### config.mk
export PLATFORM = sky130hd
export DESIGN_NAME = mem_stage
export DESIGN_NICKNAME = d
export VERILOG_FILES = /design/src/rtl/mem_pkg.sv /design/src/rtl/mem_stage.sv
export SDC_FILE = /design/constraint.sdc
export NUM_CORES = 1
export LEC_CHECK = 0
export BUFFER_PORTS_ARGS = -buffer_cell sky130_fd_sc_hd__clkbuf_2
export CORE_UTILIZATION = 50
export CTS_CLUSTER_DIAMETER = 200
export DETAILED_ROUTE_END_ITERATION = 8
export HOLD_SLACK_MARGIN = 0.02
export PLACE_DENSITY = 0.8
export SLEW_MARGIN = 20
export SYNTH_ARGS = -nofsm -noshare
export SYNTH_HDL_FRONTEND = slang
export SYNTH_SLANG_ARGS = --single-unit
### constraint.sdc
create_clock -name clk -period 2.5 [get_ports clk]
set_clock_uncertainty 0.05 [all_clocks]
set_input_delay 0.125 -clock clk [delete_from_list [all_inputs] [get_ports clk]]
set_output_delay 0.125 -clock clk [all_outputs]
set_load 0.02 [all_outputs]
### src/rtl/mem_pkg.sv
// Shared definitions for the memory stage and its write-back consumer:
// opcodes, bus field positions and the memory-side FSM states.
package mem_pkg;

    localparam int BUS_W = 74;

    localparam logic [3:0] OP_LW = 4'b1000;
    localparam logic [3:0] OP_SW = 4'b1001;

    // Field positions shared by exbus and membus (data slot is store data on
    // exbus and memres on membus).
    localparam int BUS_VALID   = 73;
    localparam int BUS_OP_HI   = 72;
    localparam int BUS_OP_LO   = 69;
    localparam int BUS_DST_HI  = 68;
    localparam int BUS_DST_LO  = 64;
    localparam int BUS_RES_HI  = 63;
    localparam int BUS_RES_LO  = 32;
    localparam int BUS_DATA_HI = 31;
    localparam int BUS_DATA_LO = 0;

    typedef enum logic [1:0] {
        IDLE,
        REQ,
        WAIT
    } state_t;

endpackage

### src/rtl/mem_stage.sv
// Pipeline memory stage: passes ALU/other ops straight through and runs
// loads/stores over a req/gnt/rvalid data-memory port, stalling execute meanwhile.
module mem_stage
    import mem_pkg::*;
(
    input  logic             clk,
    input  logic             reset,
    input  logic [BUS_W-1:0] exbus,
    output logic             ex_ready,
    output logic             dmem_req,
    output logic             dmem_we,
    output logic [31:0]      dmem_addr,
    output logic [31:0]      dmem_wdata,
    input  logic             dmem_gnt,
    input  logic             dmem_rvalid,
    input  logic [31:0]      dmem_rdata,
    output logic [BUS_W-1:0] membus
);

    state_t             state_reg, state_next;
    logic [3:0]         op_reg, op_next;
    logic [4:0]         dst_reg, dst_next;
    logic [31:0]        res_reg, res_next;
    logic [BUS_W-1:0]   membus_reg, membus_next;
    logic               req_reg, req_next;
    logic               we_reg, we_next;
    logic [31:0]        addr_reg, addr_next;
    logic [31:0]        wdata_reg, wdata_next;

    logic               ex_valid;
    logic [3:0]         ex_op;
    logic [4:0]         ex_dst;
    logic [31:0]        ex_res;
    logic [31:0]        ex_data;

    assign ex_valid = exbus[BUS_VALID];
    assign ex_op    = exbus[BUS_OP_HI:BUS_OP_LO];
    assign ex_dst   = exbus[BUS_DST_HI:BUS_DST_LO];
    assign ex_res   = exbus[BUS_RES_HI:BUS_RES_LO];
    assign ex_data  = exbus[BUS_DATA_HI:BUS_DATA_LO];

    assign ex_ready   = (state_reg == IDLE);
    assign dmem_req   = req_reg;
    assign dmem_we    = we_reg;
    assign dmem_addr  = addr_reg;
    assign dmem_wdata = wdata_reg;
    assign membus     = membus_reg;

    always_comb begin
        state_next  = state_reg;
        op_next     = op_reg;
        dst_next    = dst_reg;
        res_next    = res_reg;
        req_next    = req_reg;
        we_next     = we_reg;
        addr_next   = addr_reg;
        wdata_next  = wdata_reg;
        // Valid is a one-cycle pulse; the payload fields hold between pulses.
        membus_next            = membus_reg;
        membus_next[BUS_VALID] = 1'b0;

        case (state_reg)
            IDLE: begin
                if (ex_valid) begin
                    if (ex_op == OP_LW || ex_op == OP_SW) begin
                        op_next    = ex_op;
                        dst_next   = ex_dst;
                        res_next   = ex_res;
                        req_next   = 1'b1;
                        we_next    = (ex_op == OP_SW);
                        addr_next  = ex_res & ~32'h3;
                        wdata_next = ex_data;
                        state_next = REQ;
                    end else begin
                        membus_next = {1'b1, ex_op, ex_dst, ex_res, 32'h0};
                    end
                end
            end
            REQ: begin
                if (dmem_gnt) begin
                    req_next = 1'b0;
                    if (op_reg == OP_SW) begin
                        membus_next = {1'b1, op_reg, dst_reg, res_reg, 32'h0};
                        state_next  = IDLE;
                    end else begin
                        state_next  = WAIT;
                    end
                end
            end
            WAIT: begin
                if (dmem_rvalid) begin
                    membus_next = {1'b1, op_reg, dst_reg, res_reg, dmem_rdata};
                    state_next  = IDLE;
                end
            end
            default: state_next = IDLE;
        endcase
    end

    always_ff @(posedge clk or negedge reset) begin
        if (!reset) begin
            state_reg  <= IDLE;
            op_reg     <= 4'h0;
            dst_reg    <= 5'h0;
            res_reg    <= 32'h0;
            membus_reg <= '0;
            req_reg    <= 1'b0;
            we_reg     <= 1'b0;
            addr_reg   <= 32'h0;
            wdata_reg  <= 32'h0;
        end else begin
            state_reg  <= state_next;
            op_reg     <= op_next;
            dst_reg    <= dst_next;
            res_reg    <= res_next;
            membus_reg <= membus_next;
            req_reg    <= req_next;
            we_reg     <= we_next;
            addr_reg   <= addr_next;
            wdata_reg  <= wdata_next;
        end
    end

endmodule

# --- Word-level counts from Yosys, hierarchy flattened ---
# Cells that the tools add are included.
op_classes:
  reduce_logical: 8
  n_eq_ne: 11
  mux: 16
ops:
  columns: ["cell", "n"]
  rows:
  - ["$mux 74", 5]
  - ["$pmux 74 s3", 1]
  - ["$eq 4x4->1 const B", 3]
  - ["$mux 2", 5]
  - ["$ne 2x2->1 const B", 5]
  - ["$reduce_and 4->1", 2]
  - ["$pmux 2 s3", 1]
  - ["$reduce_and 6->1", 1]
  - ["$mux 1", 3]
  - ["$reduce_and 3->1", 1]
  - ["$reduce_bool 3->1", 1]
  - ["$eq 2x1->1 const B", 1]
  - ["$eq 2x2->1 const B", 1]
  - ["$logic_not 2->1", 1]
  - ["$ne 2x1->1 const B", 1]
  - ["$pmux 1 s2", 1]
  - ["$reduce_bool 2->1", 1]
  - ["$logic_or 1x1->1", 1]
word_totals:
  input_bits: 110
  regBits: 181
  elab_cells: 45

# --- Longest topological paths before layout ---
logic_depth:
  ltp_word: 5
  ltp_mapped: 6
  ltp_nobuf: 3

# --- Worst setup path before layout ---
# OpenSTA, ideal clock, no wires.
synth_path:
  path_type: "register to register"
  start: "register state_reg[0]"
  end: "register membus_reg[69] (netlist: membus[69])"
  slack_ns: 0.591
  n_path_buf: 3
  arrival_ns: 1.732
  t_required_ns: 2.324
  stages_incl_launch_ff: 7
  setup_ns: 0.126
  synth_period_minus_slack_ns: 1.909
  path_cell_list: "dfrtp_1 clkbuf_1 nor3b_1 nand2_1 clkbuf_1 clkbuf_1 a311o_1"
synth_between:
  elab_chain_cells: 3
  word_cells_on_any_way: 11
synth_lines:
  columns: ["item", "line", "text"]
  rows:
  - ["start: declaration", "mem_stage.sv:20", "state_t state_reg, state_next;"]
  - ["start signal: assignment", "mem_stage.sv:112", "state_reg <= state_next;"]
  - ["$eq 2x1->1, or another cell as far along", "mem_stage.sv:62", "case (state_reg)"]
  - ["$ne 2x2->1 (no source line) or $reduce_bool 3->1 (tied branches)", null, null]
  - ["$reduce_and 6->1 (no source line)", null, null]
  - ["end signal: assignment", "mem_stage.sv:116", "membus_reg <= membus_next;"]
  - ["end: declaration", "mem_stage.sv:24", "logic [BUS_W-1:0] membus_reg, membus_next;"]
# Parallel ways exist; a longest one is shown, timed or not.
# A chain may end at the register's enable or synchronous reset.

# --- Worst setup path after layout ---
layout_path:
  start: "input exbus[70]"
  end: "register wdata_reg[16] (netlist: dmem_wdata[16])"
layout_between:
  elab_chain_cells: 3
  word_cells_on_any_way: 4
layout_lines:
  columns: ["item", "line", "text"]
  rows:
  - ["start: declaration", "mem_stage.sv:8", "input logic [BUS_W-1:0] exbus,"]
  - ["$eq 4x4->1", "mem_stage.sv:65", "if (ex_op == OP_LW || ex_op == OP_SW) begin"]
  - ["$logic_or 1x1->1 (*)", "mem_stage.sv:65", null]
  - ["$reduce_and 3->1 (no source line) (*)", null, null]
  - ["end signal: assignment", "mem_stage.sv:120", "wdata_reg <= wdata_next;"]
  - ["end: declaration", "mem_stage.sv:28", "logic [31:0] wdata_reg, wdata_next;"]
# Every way passes the cells marked *; elsewhere a longest branch is shown, timed or not.

==> PnR_summary.wiki <==
{| class="wikitable"
! Metric !! Value
|-
| Power share of the clock group || 31.8%
|-
| Cell depth of the worst flop-to-flop path || 4
|-
| Clock tree from TritonCTS || yes
|-
| Outcome || complete, no violations
|-
| Area growth from synthesis to layout || 41.1%
|-
| Worst-case setup slack after placement || 0.402 ns
|-
| Synthesized instance count || 524
|-
| # setup viols final || 0
|-
| Drt first pass iters || 5
|-
| DR DRC count || 0
|-
| Smallest hold slack || 0.150 ns
|-
| Path type of the worst min-delay path || in2async
|-
| Overall die height || 120 um
|-
| Placeable core region || 13500 um2
|-
| Synthesis warning total || 0
|-
| Final Max Tran Viols || 0
|-
| Total power || 8.39 mW
|-
| Htree depth || 4
|-
| Share of total power in combinational logic || 28.3%
|-
| Post-DP Area || 8220 um2
|-
| Sequential-to-total area share from yosys stat || 53.8%
|-
| Fraction of layout instances using a drive strength above 1 || 45.2%
|-
| Primary FF master, synth || dfrtp_1
|-
| Effective utilization at floorplan || 52.2%
|-
| Number of core rows || 42
|-
| CTS Root Cell || clkbuf_16
|-
| Via density per instance || 6.01
|-
| Final core area utilization || 73.6%
|-
| Max-slew headroom at the worst pin || 54.8%
|-
| Highest fanout seen on the critical path || 34
|-
| Net switching fraction of the power || 32.8%
|-
| Post-layout worst setup margin || 0.250 ns
|-
| Minimum clock period || 2.25 ns
|-
| Die outline area || 14500 um2
|-
| Wirelength per Cell || 21.1 um
|-
| Flop-to-flop setup slack || 0.32 ns
|-
| Largest register FFs || 74
|-
| CTS sink cnt || 151
|-
| Cell count after placement || 879
|-
| Cell taking the most area after synthesis || dfrtp_1
|-
| Final clock period utilization by the worst path || 90.0%
|-
| Synth Area per Inst || 13.4 um2
|-
| Maximum capacitance violations || 0
|-
| Share of synthesized flip-flops with an asynchronous set or reset || 100%
|-
| Global route overflow || 0
|-
| Int Pwr || 5.63 mW
|-
| Post-Synthesis Cell Area || 7020 um2
|-
| Classification of the worst setup path || in2reg
|-
| Placed wire-length estimate after detailed placement || 12.8 mm
|-
| Number of port buffers || 248
|-
| Detailed Route Iter0 Violations || 479
|-
| Source-to-sink clock delay at the later pin of the worst-skew pair || 0.42 ns
|-
| Antenna Diode Count || 0
|-
| Last weighted congestion value of the routability-driven placer || 0.792
|-
| Cell with the most instances after synthesis || dfrtp_1
|-
| Leakage || 4.86 nW
|-
| Final standard cell count with taps included and fillers excluded || 1017
|-
| Setup repair after global routing missed its margin || no
|-
| Seq pwr share || 39.9%
|-
| Element type at the critical path start || input port
|-
| Worst VDD drop || 0.596 mV
|-
| Synth top area cells || dfrtp_1 (54%), mux2_4 (7.5%), mux2_2 (5.8%), a311o_1 (5.6%), nand4b_1 (4.6%)
|-
| Layout net count || 939
|-
| Combined global-route utilization of all metal layers || 29.9%
|-
| Total CTS buffers || 17
|-
| Overall via count from detail_route || 6112
|-
| Data required time of the worst path || 2.75 ns
|-
| Number of flops mapped to enable cells by yosys || 0
|-
| Count of cell types in the netlist || 32
|-
| Max Clk Rate || 0.445 GHz
|-
| Area share of the leading cell type in the synthesized netlist || 53.8%
|-
| Die width || 120 um
|-
| Worst Tran Pin Value || 0.678 ns
|-
| Number of top-level pins || 251
|-
| DRT antenna net count || 0
|-
| Summed area of non-filler cells in the final layout || 9900 um2
|-
| Category of the worst setup path capture point || register
|-
| Setup TNS after final layout || 0 ns
|-
| Commonest cells in the synthesized netlist || dfrtp_1 (151), clkbuf_1 (45), a311o_1 (39), and3_1 (39)
|-
| Power density relative to cell area || 847 nW/um2
|-
| Net switching power || 2.76 mW
|-
| FILL cells || 880
|-
| Sum of routed wire length over all layers || 21.5 mm
|-
| Post-CTS setup repair buffer count || 0
|-
| Antenna violations before repair || 0
|-
| Clock input transition at the sequential cells of the worst setup and hold paths || 0.06 ns
|-
| Number of global-route vias before repair || 6440
|-
| First-pass GRT wire length || 33.3 mm
|-
| Post-synthesis register bit count || 151
|-
| Pin count of the biggest net entering global routing || 67
|-
| Number of buffers on the longest clock path || 2
|-
| Hold violation total from the final report || 0
|-
| Data arrival time of the worst path || 2.50 ns
|}
==> power by group through the flow <==
stage	clock network, mW	logic, mW	registers, mW
3_5_place_dp	0	2.21	3.36
4_1_cts	2.70	2.35	3.33
2_1_floorplan	0	1.17	3.67
6_report	2.67	2.37	3.35
5_1_grt	2.80	2.50	3.39
3_3_place_gp	0	2.14	3.32
==> placed cells by master (no fill, tap or decap), drive strengths merged <==
cell	count
and3b	2
nand3b	1
and2	2
nor3b	1
nand2b	1
o21ai	1
dfrtp	151
a31o	2
o32ai	1
clkinvlp	1
and3	39
nor2	1
or4b	1
clkinv	9
dlygate4sd3	107
conb	2
nand4bb	1
a21oi	1
a311o	39
a22o	4
and4bb	1
a32o	32
bufinv	4
inv	1
nand2	5
mux2	71
nand4b	37
clkbuf	264
o2bb2ai	37
or3b	1
buf	21
==> worst paths after layout <==
kind | startpoint | endpoint
max | exbus[70] | dmem_wdata[16]
min | reset | dmem_wdata[31]
min reg2reg | dmem_req | dmem_req
min in group clk | dmem_gnt | state_reg[0]
max in group asynchronous | reset | res_reg[17]
max reg2reg | state_reg[1] | membus[56]
==> what timing repair did <==
action                     CTS  global route
resized for setup            0             0
hold buffers               107             0
hold endpoints to repair   171             0
setup endpoints to repair    0             0
==> metal layers <==
| layer | vias to the layer above | part of all wire [%] | track usage (%) |
|---|---|---|---|
| li1 | 2620 | - | - |
| met1 | 3118 | 38 | 34.8 |
| met2 | 317 | 52 | 51.8 |
| met3 | 57 | 6.1 | 6.70 |
| met4 | 0 | 3.3 | 15.3 |
| met5 | - | 0 | 0 |
==> worst max-delay path, cell delays in order <==
cell and delay (ns):
dlygate4sd3_1 0.54, clkbuf_2 0.12, or3b_4 0.39, or4b_4 0.70
buf_12 0.27, mux2_4 0.33
==> layout make-up <==
class,count,area (um2),share of cell area (%)
clock buffers,17,425,4.30
multi-input cells,283,2760,27.9
flip-flops and latches,151,3780,38.2
clock inverters,14,184,1.86
inverters,1,3.75,0.0379
repair buffers,375,2530,25.6
well taps,176,220,2.22
==> cells by family (layout without fill, tap and decap cells) <==
group	count (synthesis)	in the layout	synth area share, %
other	1	2	0.0534
DFF	151	151	53.8
and+or+nand+nor	93	93	9.78
muxes	71	71	13.3
AOI/OAI and AO/OA	117	117	15.8
buffers and inverters	91	407	7.32
Power figures use the tool's default switching activity.
